### src/rtl/ps2_packet_sequencer_if.sv
// Byte-in / packet-out bus of the PS/2 packet sequencer.
// The master side is the byte receiver plus the packet consumer; the sequencer uses the slave side.
interface ps2_packet_sequencer_if #(
   parameter int FIFO_DEPTH = 4
);
   localparam int LW = $clog2(FIFO_DEPTH) + 1;

   logic          in_valid;
   logic [7:0]    in_data;
   logic          pkt_valid;
   logic          pkt_ready;
   logic [23:0]   pkt_data;
   logic [LW-1:0] fifo_level;
   logic [7:0]    drop_count;
   logic          resync;

   modport master (
      output in_valid, in_data, pkt_ready,
      input  pkt_valid, pkt_data, fifo_level, drop_count, resync
   );

   modport slave (
      input  in_valid, in_data, pkt_ready,
      output pkt_valid, pkt_data, fifo_level, drop_count, resync
   );
endinterface

### src/rtl/ps2_packet_sequencer.sv
// Frames a PS/2 mouse byte stream into 3-byte packets.
// Completed packets are queued in a small FIFO that the consumer drains.
module ps2_packet_sequencer #(
   parameter int TIMEOUT_CYCLES = 1000,
   parameter int FIFO_DEPTH     = 4,
   parameter int SYNC_BIT       = 3
) (
   input logic clk,
   input logic reset,
   ps2_packet_sequencer_if.slave bus
);
   localparam int GW = $clog2(TIMEOUT_CYCLES);
   localparam int PW = $clog2(FIFO_DEPTH);
   localparam int LW = PW + 1;

   typedef enum logic [1:0] {IDLE, B2, B3} state_t;

   state_t        state;
   logic [GW-1:0] gap;
   logic [7:0]    byte1;
   logic [7:0]    byte2;
   logic          resync_q;

   logic [23:0]   mem [FIFO_DEPTH];
   logic [PW-1:0] wr_ptr;
   logic [PW-1:0] rd_ptr;
   logic [PW-1:0] rd_next;
   logic [LW-1:0] level;
   logic [LW-1:0] level_next;
   logic [23:0]   head;
   logic [7:0]    drops;

   logic          push;
   logic          pop;
   logic          full;
   logic          push_ok;
   logic          drop;
   logic [23:0]   push_data;

   assign push      = (state == B3) && bus.in_valid;
   assign push_data = {byte1, byte2, bus.in_data};
   assign full      = (level == LW'(FIFO_DEPTH));
   assign pop       = (level != '0) && bus.pkt_ready;
   assign push_ok   = push && (!full || pop);
   assign drop      = push && full && !pop;
   assign rd_next   = pop ? rd_ptr + PW'(1) : rd_ptr;

   always_comb begin
      level_next = level;
      unique case ({push_ok, pop})
         2'b10:   level_next = level + LW'(1);
         2'b01:   level_next = level - LW'(1);
         default: level_next = level;
      endcase
   end

   // Framing FSM; the gap counter only runs while a packet is partially received.
   always_ff @(posedge clk or posedge reset) begin
      if (reset) begin
         state    <= IDLE;
         gap      <= '0;
         byte1    <= '0;
         byte2    <= '0;
         resync_q <= 1'b0;
      end else begin
         resync_q <= 1'b0;
         unique case (state)
            IDLE: begin
               gap <= '0;
               if (bus.in_valid && bus.in_data[SYNC_BIT]) begin
                  byte1 <= bus.in_data;
                  state <= B2;
               end
            end
            B2, B3: begin
               if (bus.in_valid) begin
                  gap <= '0;
                  if (state == B2) begin
                     byte2 <= bus.in_data;
                     state <= B3;
                  end else begin
                     state <= IDLE;
                  end
               end else if (gap == GW'(TIMEOUT_CYCLES - 1)) begin
                  gap      <= '0;
                  state    <= IDLE;
                  resync_q <= 1'b1;
               end else begin
                  gap <= gap + GW'(1);
               end
            end
            default: begin
               gap   <= '0;
               state <= IDLE;
            end
         endcase
      end
   end

   always_ff @(posedge clk) begin
      if (push_ok) begin
         mem[wr_ptr] <= push_data;
      end
   end

   // The head register looks ahead to the entry that will be at the front after this edge,
   // bypassing the memory when that entry is the one being written right now.
   always_ff @(posedge clk or posedge reset) begin
      if (reset) begin
         wr_ptr <= '0;
         rd_ptr <= '0;
         level  <= '0;
         head   <= '0;
         drops  <= '0;
      end else begin
         if (push_ok) begin
            wr_ptr <= wr_ptr + PW'(1);
         end
         rd_ptr <= rd_next;
         level  <= level_next;
         if (level_next != '0) begin
            head <= (push_ok && (wr_ptr == rd_next)) ? push_data : mem[rd_next];
         end
         if (drop && (drops != 8'hFF)) begin
            drops <= drops + 8'd1;
         end
      end
   end

   assign bus.pkt_valid  = (level != '0);
   assign bus.pkt_data   = head;
   assign bus.fifo_level = level;
   assign bus.drop_count = drops;
   assign bus.resync     = resync_q;
endmodule

### src/flat_wrapper.sv
// flat-port wrapper written by rule: the top's interface ports become plain ports
module ps2_packet_sequencer_flat 
#(
   parameter int TIMEOUT_CYCLES = 1000,
   parameter int FIFO_DEPTH     = 4,
   parameter int SYNC_BIT       = 3
)
  (clk, reset, bus_in_valid, bus_in_data, bus_pkt_ready, bus_pkt_valid, bus_pkt_data, bus_fifo_level, bus_drop_count, bus_resync);
  ps2_packet_sequencer_if #(.FIFO_DEPTH(FIFO_DEPTH)) bus_i ();
  input logic clk;
  input logic reset;
  input wire logic [$bits(bus_i.in_valid)-1:0] bus_in_valid;
  input wire logic [$bits(bus_i.in_data)-1:0] bus_in_data;
  input wire logic [$bits(bus_i.pkt_ready)-1:0] bus_pkt_ready;
  output wire logic [$bits(bus_i.pkt_valid)-1:0] bus_pkt_valid;
  output wire logic [$bits(bus_i.pkt_data)-1:0] bus_pkt_data;
  output wire logic [$bits(bus_i.fifo_level)-1:0] bus_fifo_level;
  output wire logic [$bits(bus_i.drop_count)-1:0] bus_drop_count;
  output wire logic [$bits(bus_i.resync)-1:0] bus_resync;
  assign bus_i.in_valid = bus_in_valid;
  assign bus_i.in_data = bus_in_data;
  assign bus_i.pkt_ready = bus_pkt_ready;
  assign bus_pkt_valid = bus_i.pkt_valid;
  assign bus_pkt_data = bus_i.pkt_data;
  assign bus_fifo_level = bus_i.fifo_level;
  assign bus_drop_count = bus_i.drop_count;
  assign bus_resync = bus_i.resync;
  ps2_packet_sequencer #(.TIMEOUT_CYCLES(TIMEOUT_CYCLES), .FIFO_DEPTH(FIFO_DEPTH), .SYNC_BIT(SYNC_BIT)) u_core (.clk(clk), .reset(reset), .bus(bus_i));
endmodule
### config.mk
export PLATFORM = sky130hd
export DESIGN_NAME = ps2_packet_sequencer_flat
export DESIGN_NICKNAME = d
export VERILOG_FILES = /design/src/rtl/ps2_packet_sequencer_if.sv /design/src/rtl/ps2_packet_sequencer.sv /design/src/flat_wrapper.sv
export SDC_FILE = /design/constraint.sdc
export NUM_CORES = 1
export LEC_CHECK = 0
export ABC_AREA = 0
export ABC_CLOCK_PERIOD_IN_PS = 3550
export CAP_MARGIN = 15
export CORE_MARGIN = 3
export CORE_UTILIZATION = 50
export CTS_CLUSTER_SIZE = 25
export DETAILED_ROUTE_END_ITERATION = 6
export GPL_TIMING_DRIVEN = 0
export PLACE_DENSITY = 0.68
export RECOVER_POWER = 100
export SYNTH_ARGS = -nofsm -noshare
export SYNTH_HDL_FRONTEND = slang
export SYNTH_SLANG_ARGS = --single-unit
### constraint.sdc
create_clock -name clk -period 3.55 [get_ports clk]
set_input_delay 1.065 -clock clk [delete_from_list [all_inputs] [get_ports clk]]
set_output_delay 1.065 -clock clk [all_outputs]
set_load 0.05 [all_outputs]
# ---- Word-level counts from Yosys, hierarchy flattened
# Memories as Yosys holds them, arrays and structs flattened. A register that Yosys moved wholly into a read port is not among the register bits.
# Cells that the tools add are included.
dict set report word_totals {
  mem_count 1
  ff_bits 44
  mem_bits_rw 96
  input_bits 12
  word_cells 57
}
# name depth word_bits read_ports rd_clocked_by_memory_dff wr line_no
set mem_list {}
lappend mem_list {u_core.mem 4 24 1 1 1 ps2_packet_sequencer.sv:24} ;# logic [23:0] mem [FIFO_DEPTH];
dict set report classes {
  n_eq_ne 9
  n_mux 15
  n_addsub 6
  n_reduce_logical 17
}
# cell count
set op_table {}
lappend op_table {{10-bit two-way mux} 3}
lappend op_table {{10-bit by 1-bit adder with 10-bit output, second input constant} 1}
lappend op_table {{10-bit equality test, second input constant} 1}
lappend op_table {{2-bit two-way mux} 5}
lappend op_table {{8-bit by 1-bit adder with 8-bit output, second input constant} 1}
lappend op_table {{8-bit != test, second input constant} 1}
lappend op_table {{1-bit logical AND} 7}
lappend op_table {{3-bit one-hot mux with 2 select lines} 1}
lappend op_table {{3-bit nonzero test} 2}
lappend op_table {{1-bit two-way mux} 5}
lappend op_table {{2-bit by 1-bit adder with 2-bit output, second input constant} 2}
lappend op_table {{2-bit by 1-bit equality test with 1-bit output, second input constant} 2}
lappend op_table {{2-bit equality test, second input constant} 2}
lappend op_table {{2-bit one-hot mux with 2 select lines} 1}
lappend op_table {{2-bit AND reduction} 2}
lappend op_table {{3-bit by 1-bit adder with 3-bit output, second input constant} 1}
lappend op_table {{3-bit equality test, second input constant} 1}
lappend op_table {{3-bit by 2-bit != test with 1-bit output, second input constant} 1}
lappend op_table {{3-bit AND reduction} 1}
lappend op_table {{3-bit by 1-bit subtractor with 3-bit output, second input constant} 1}
lappend op_table {{1-bit zero test} 2}
lappend op_table {{2-bit zero test} 1}
lappend op_table {{2-bit by 1-bit != test with 1-bit output, second input constant} 1}
lappend op_table {{2-bit OR reduction} 1}
lappend op_table {{1-bit logical OR} 1}

# ---- Depth between registers and ports, before layout
dict set report depth {
  depth_word 7
  mapped_depth 12
}

# ---- Least setup slack after synthesis
# No wires, ideal clock.
dict set report synth_timing {
  path_type {input to register}
  from {in bus_pkt_ready}
  to {reg u_core.head[0], in the netlist u_core.bus.pkt_data[0] (read register of u_core.mem)}
  arrival_time_ps 3728
  cell_stages 11
  setup_slack_ps -303
  cell_sequence {o31a_1 > buf_4 > clkbuf_1 > clkbuf_1 > nand2_1 > fa_1 > and3_1 > or3_4 > a22oi_4 > buf_12 > mux2_4}
}
dict set report synth_via {
  elab_chain_len 6
  word_cells_on_any_way 8
  cone_classes {eq/ne (2); mux (2); reduce/logical (4)}
}
# item line_no
set synth_rtl {}
lappend synth_rtl {{start: declaration} flat_wrapper.sv:14} ;# input wire logic [$bits(bus_i.pkt_ready)-1:0] bus_pkt_ready;
lappend synth_rtl {{1-bit logical AND (*)} ps2_packet_sequencer.sv:43} ;# assign pop = (level != '0) && bus.pkt_ready;
lappend synth_rtl {{1-bit logical OR} ps2_packet_sequencer.sv:44} ;# assign push_ok = push && (!full || pop);
lappend synth_rtl {{1-bit logical AND} ps2_packet_sequencer.sv:44}
lappend synth_rtl {{2-bit by 1-bit equality test with 1-bit output / 2-bit equality test (equally long branches)} ps2_packet_sequencer.sv:50} ;# unique case ({push_ok, pop})
lappend synth_rtl {{3-bit one-hot mux with 2 select lines} ps2_packet_sequencer.sv:50}
lappend synth_rtl {{3-bit nonzero test} ps2_packet_sequencer.sv:121} ;# if (level_next != '0) begin
lappend synth_rtl {{end: declaration} ps2_packet_sequencer.sv:30} ;# logic [23:0] head;
# Mark *: on every way between the ends. The rest lies on a longest branch, timed or not.
# A chain may end at the register's enable or synchronous reset.

# ---- Worst setup path after layout
dict set report layout_timing {
  from {in bus_pkt_ready}
  to {reg u_core.head[5], in the netlist u_core.bus.pkt_data[5] (read register of u_core.mem)}
}
# The elaborated chain is that of the path after synthesis.

==> metrics.md <==
| Metric | Value |
|---|---|
| Crit path buf inv count | 4 |
| Count of input and output buffers | 47 |
| Count of unique library cells instantiated by Yosys | 46 |
| Most used flip-flop cell after synthesis | edfxtp_1 |
| CTS clock-pin slew for the worst setup and hold paths | 0.06 ns |
| Drt first pass iters | 5 |
| Row Count | 45 |
| Layout cells sized above 1 | 0.0742 |
| Number of synthesis warnings | 0 |
| Via count of the routed design | 6347 |
| Number of antenna violations at the first check in global routing | 0 |
| Per-cell via count in the routed design | 6.14 |
| Largest net degree at the start of global routing | 69 |
| Global-route usage over all layers | 0.252 |
| Tightest slew margin relative to the limit | 0.0123 |
| Final global-route overflow total | 0 |
| Required arrival time at the worst endpoint | 3.85 ns |
| Register bit count reported by yosys | 164 |
| RSZ-0062 raised after global routing | no |
| Reported leakage power | 3.43 nW |
| Seq/Total Area, Yosys | 0.569 |
| Class of the worst hold path | register to register |
| Critical path, cell by cell | clkbuf_2 -> o31a_1 -> buf_6 -> clkbuf_16 -> nand2_1 -> fa_2 -> and3_1 -> or3_1 -> a22oi_4 -> buf_12 -> mux2_1 |
| Worst hold endpoint | u_core.gap[0] |
| Number of buffers added by the clock tree synthesis step | 17 |
| Multi-input gate area | 3000 µm² |
| Launching element type of the critical path | input pin |
| Worst reg2reg endpoint | u_core.bus.pkt_data[5] |
| Worst r2r path cells | 8 |
| Detailed router's first-iteration violation count | 905 |
| Tot Pwr | 8.20 mW |
| Measured slew at the worst slew-check pin | 1.48 ns |
| Worst Hold Depth | 1 |
| Diodes inserted | 0 |
| Wire length of the first global-routing pass | 34.1 mm |
| Worst reg2reg setup slack | 0.45 ns |
| Maximum fanout count along the critical path | 19 |
| Launch point of the worst reg-to-reg path | u_core.bus.fifo_level[0] |
| Synthesized netlist net count | 762 |
| Gate count of the mapped netlist | 740 |
| Final-layout worst hold slack | 0.465 ns |
| Cell family with the largest share of critical-path delay | buffers and inverters |
| Fraction of registers with async set or reset after synthesis | 0.415 |
| Total number of H-tree levels | 4 |
| Power density over the cells | 873 nW/µm² |
| Avg Synthesized Cell Area | 10.9 µm² |
| Crit path largest cell delay | 0.39 ns |
| Post-detail-place hpwl | 14.3 mm |
| Routed length per placed instance | 21.3 µm |
| Cell chosen for the clock root | clkbuf_16 |
| Final Max Tran Viols | 0 |
| Cell Area, Synth | 8060 µm² |
| Maximum buffer depth of the clock tree | 2 |
| Endpoint class of the critical path | register |
| Die width | 133 µm |
| Setup TNS after final layout | 0 ns |
| Result of the run | finished, violations left |
| Vias in the first global route | 6225 |
| Top-level I/O count | 49 |
| Die area | 17700 µm² |
| Post-Route WL | 22.0 mm |
| Slowest stage cell, crit path | fa_2 |
| Layout fillers | 1275 |
| Starting density of the core | 0.521 |
| Hold wc startpoint | u_core.gap[0] |
| Number of setup violations in the final report | 0 |
| Number of nets with antenna violations after detailed routing | 0 |
| Max-cap violation count | 1 |
| Number of enable flip-flop cells after synthesis | 96 |
| Sequential standard cell area | 4580 µm² |
| Final hold viol count | 0 |
| Drt drc | 0 |
| Max rail drop VDD | 0.000481 V |
| Final #Nets | 831 |
| Core Region | 15500 µm² |
| Critical path data arrival time | 3.65 ns |
| Final period demand of the worst path | 3.35 ns |
| Worst-skew pair later-pin latency | 0.43 ns |
| Critical setup path kind | input pin to register |
| Period utilization | 0.944 |
| P&R area growth vs syn | 16.5% |
| Clock tree from TritonCTS | done |
| Die Ht | 133 µm |
| Number of clock sinks | 164 |
| Failing checks | max-capacitance violations |
| Routability Congestion | 0.880 |
| Final Skew | 0.0113 ns |
| Maximum clock frequency | 298 MHz |
synth_stat cells (2+ instances only):
library cell  instances  area share
a41o_1               24       0.030
inv_1                38       0.018
o21ai_0              40       0.025
nor3_1              120       0.074
xnor2_1              13       0.014
nor2_1               23       0.011
buf_2                 6      0.0037
ha_1                  9       0.014
nor3b_1              24       0.022
buf_4                 2      0.0019
or3_1                 2      0.0016
edfxtp_1             96        0.36
xor2_1                8      0.0087
nand2b_1              4      0.0031
nand3_1              35       0.022
nor4_1               48       0.037
clkbuf_1             42       0.020
a21oi_1               2      0.0012
mux2_2                6      0.0084
and2_1                3      0.0023
dfrtp_1              68        0.21
mux2_4               20       0.037
buf_12                2      0.0050
o311a_1               2      0.0025
nand4_1               3      0.0023
buf_1                 8      0.0037
nand2_1              73       0.034
cell families (layout without fill, tap and decap cells):
group                    Yosys count  count (layout)  share of synthesized area
AND/OR/NAND/NOR                  342             342                      0.220
adder cells (fa/ha/maj)           10              10                     0.0165
multiplexers                      27              27                     0.0469
AO/OA/AOI/OAI                     75              75                     0.0674
buffers and inverters             99             181                     0.0529
flip-flops                       164             164                      0.569
XOR/XNOR                          23              23                     0.0276
worst max-delay path by stage:
stage,from,to,slack [ns],depth (start not counted)
4_1_cts,bus_pkt_ready,u_core.bus.pkt_data[4],0.04,11
5_1_grt,bus_pkt_ready,u_core.bus.pkt_data[13],0.1,11
2_1_floorplan,bus_pkt_ready,u_core.bus.pkt_data[0],0.003,11
6_report,bus_pkt_ready,u_core.bus.pkt_data[5],0.20,11
3_3_place_gp,bus_pkt_ready,u_core.mem[1][17],-1.19,5
3_5_place_dp,bus_pkt_ready,u_core.bus.pkt_data[5],-0.96,12
stage by stage:
| step | worst slack [ns] | cells | utilization | area (µm²) |
|---|---|---|---|---|
| 2_1_floorplan | 0.00311 | 740 | - | 8080 |
| 4_1_cts | 0.0408 | 1033 | 0.615 | 9520 |
| 3_5_place_dp | -0.962 | 1000 | 0.574 | 8890 |
| 3_3_place_gp | -1.19 | 998 | 0.569 | 8810 |
| 5_1_grt | 0.0999 | 1033 | 0.607 | 9390 |
| 6_report | 0.199 | 1033 | 0.607 | 9390 |
registers in the layout, indices dropped and copies added (netlist names), 2 cells and up:
register,cells
u_core.bus.fifo_level,3
u_core.wr_ptr,2
u_core.bus.drop_count,8
u_core.mem,96
u_core.state,2
u_core.byte1,8
u_core.rd_ptr,2
u_core.bus.pkt_data,24
u_core.byte2,8
u_core.gap,10
area by class of cell:
cell class | instances | area share
plain buffers | 60 | 0.0324
clock buffers | 22 | 0.0483
clock inverters | 10 | 0.0165
inverters | 38 | 0.0152
multi-input cells | 477 | 0.319
flip-flops and latches | 164 | 0.488
well taps | 211 | 0.0281
repair buffers | 51 | 0.0522
cell usage in the layout, fill, tap and decap left out, types with 4 or more instances in the layout:
cell and n:
nand3_1 35, buf_2 5, nor3_1 120, nor4_1 48, clkbuf_1 47, o21ai_0 40
mux2_2 6, nand2b_1 4, clkbuf_16 18, dlygate4sd3_1 46, buf_1 6, xor2_1 8
xnor2_1 13, mux2_1 16, a41o_1 24, edfxtp_1 96, nand2_1 73, nor3b_1 24
ha_1 9, mux2_4 4, bufinv_16 4, dfrtp_1 68, nor2_1 21, inv_1 37
routing by layer:
| layer | wire length (µm) | global-route usage | share of wire | vias to the layer above |
|---|---|---|---|---|
| li1 | - | - | - | 2866 |
| met1 | 8780 | 0.333 | 0.40 | 3066 |
| met2 | 10800 | 0.408 | 0.49 | 368 |
| met3 | 2040 | 0.0635 | 0.093 | 47 |
| met4 | 399 | 0.0831 | 0.018 | 0 |
| met5 | 0 | 0 | 0 | - |
what timing repair did:
| action | 4_1_cts | 5_1_grt |
|---|---|---|
| pin swaps | 1 | 1 |
| hold endpoints to repair | 0 | 0 |
| endpoints found under the setup margin | 24 | 24 |
| hold buffers | 0 | 0 |
| gates resized for setup | 2 | 3 |
| setup buffers | 2 | 0 |
where the power goes:
part	total [mW]	switching, mW	internal (mW)
Clock	1.90	0.714	1.19
Sequential	2.69	0.255	2.44
Combinational	3.60	2.38	1.22
No activity file was read; power rests on OpenSTA's default activity.
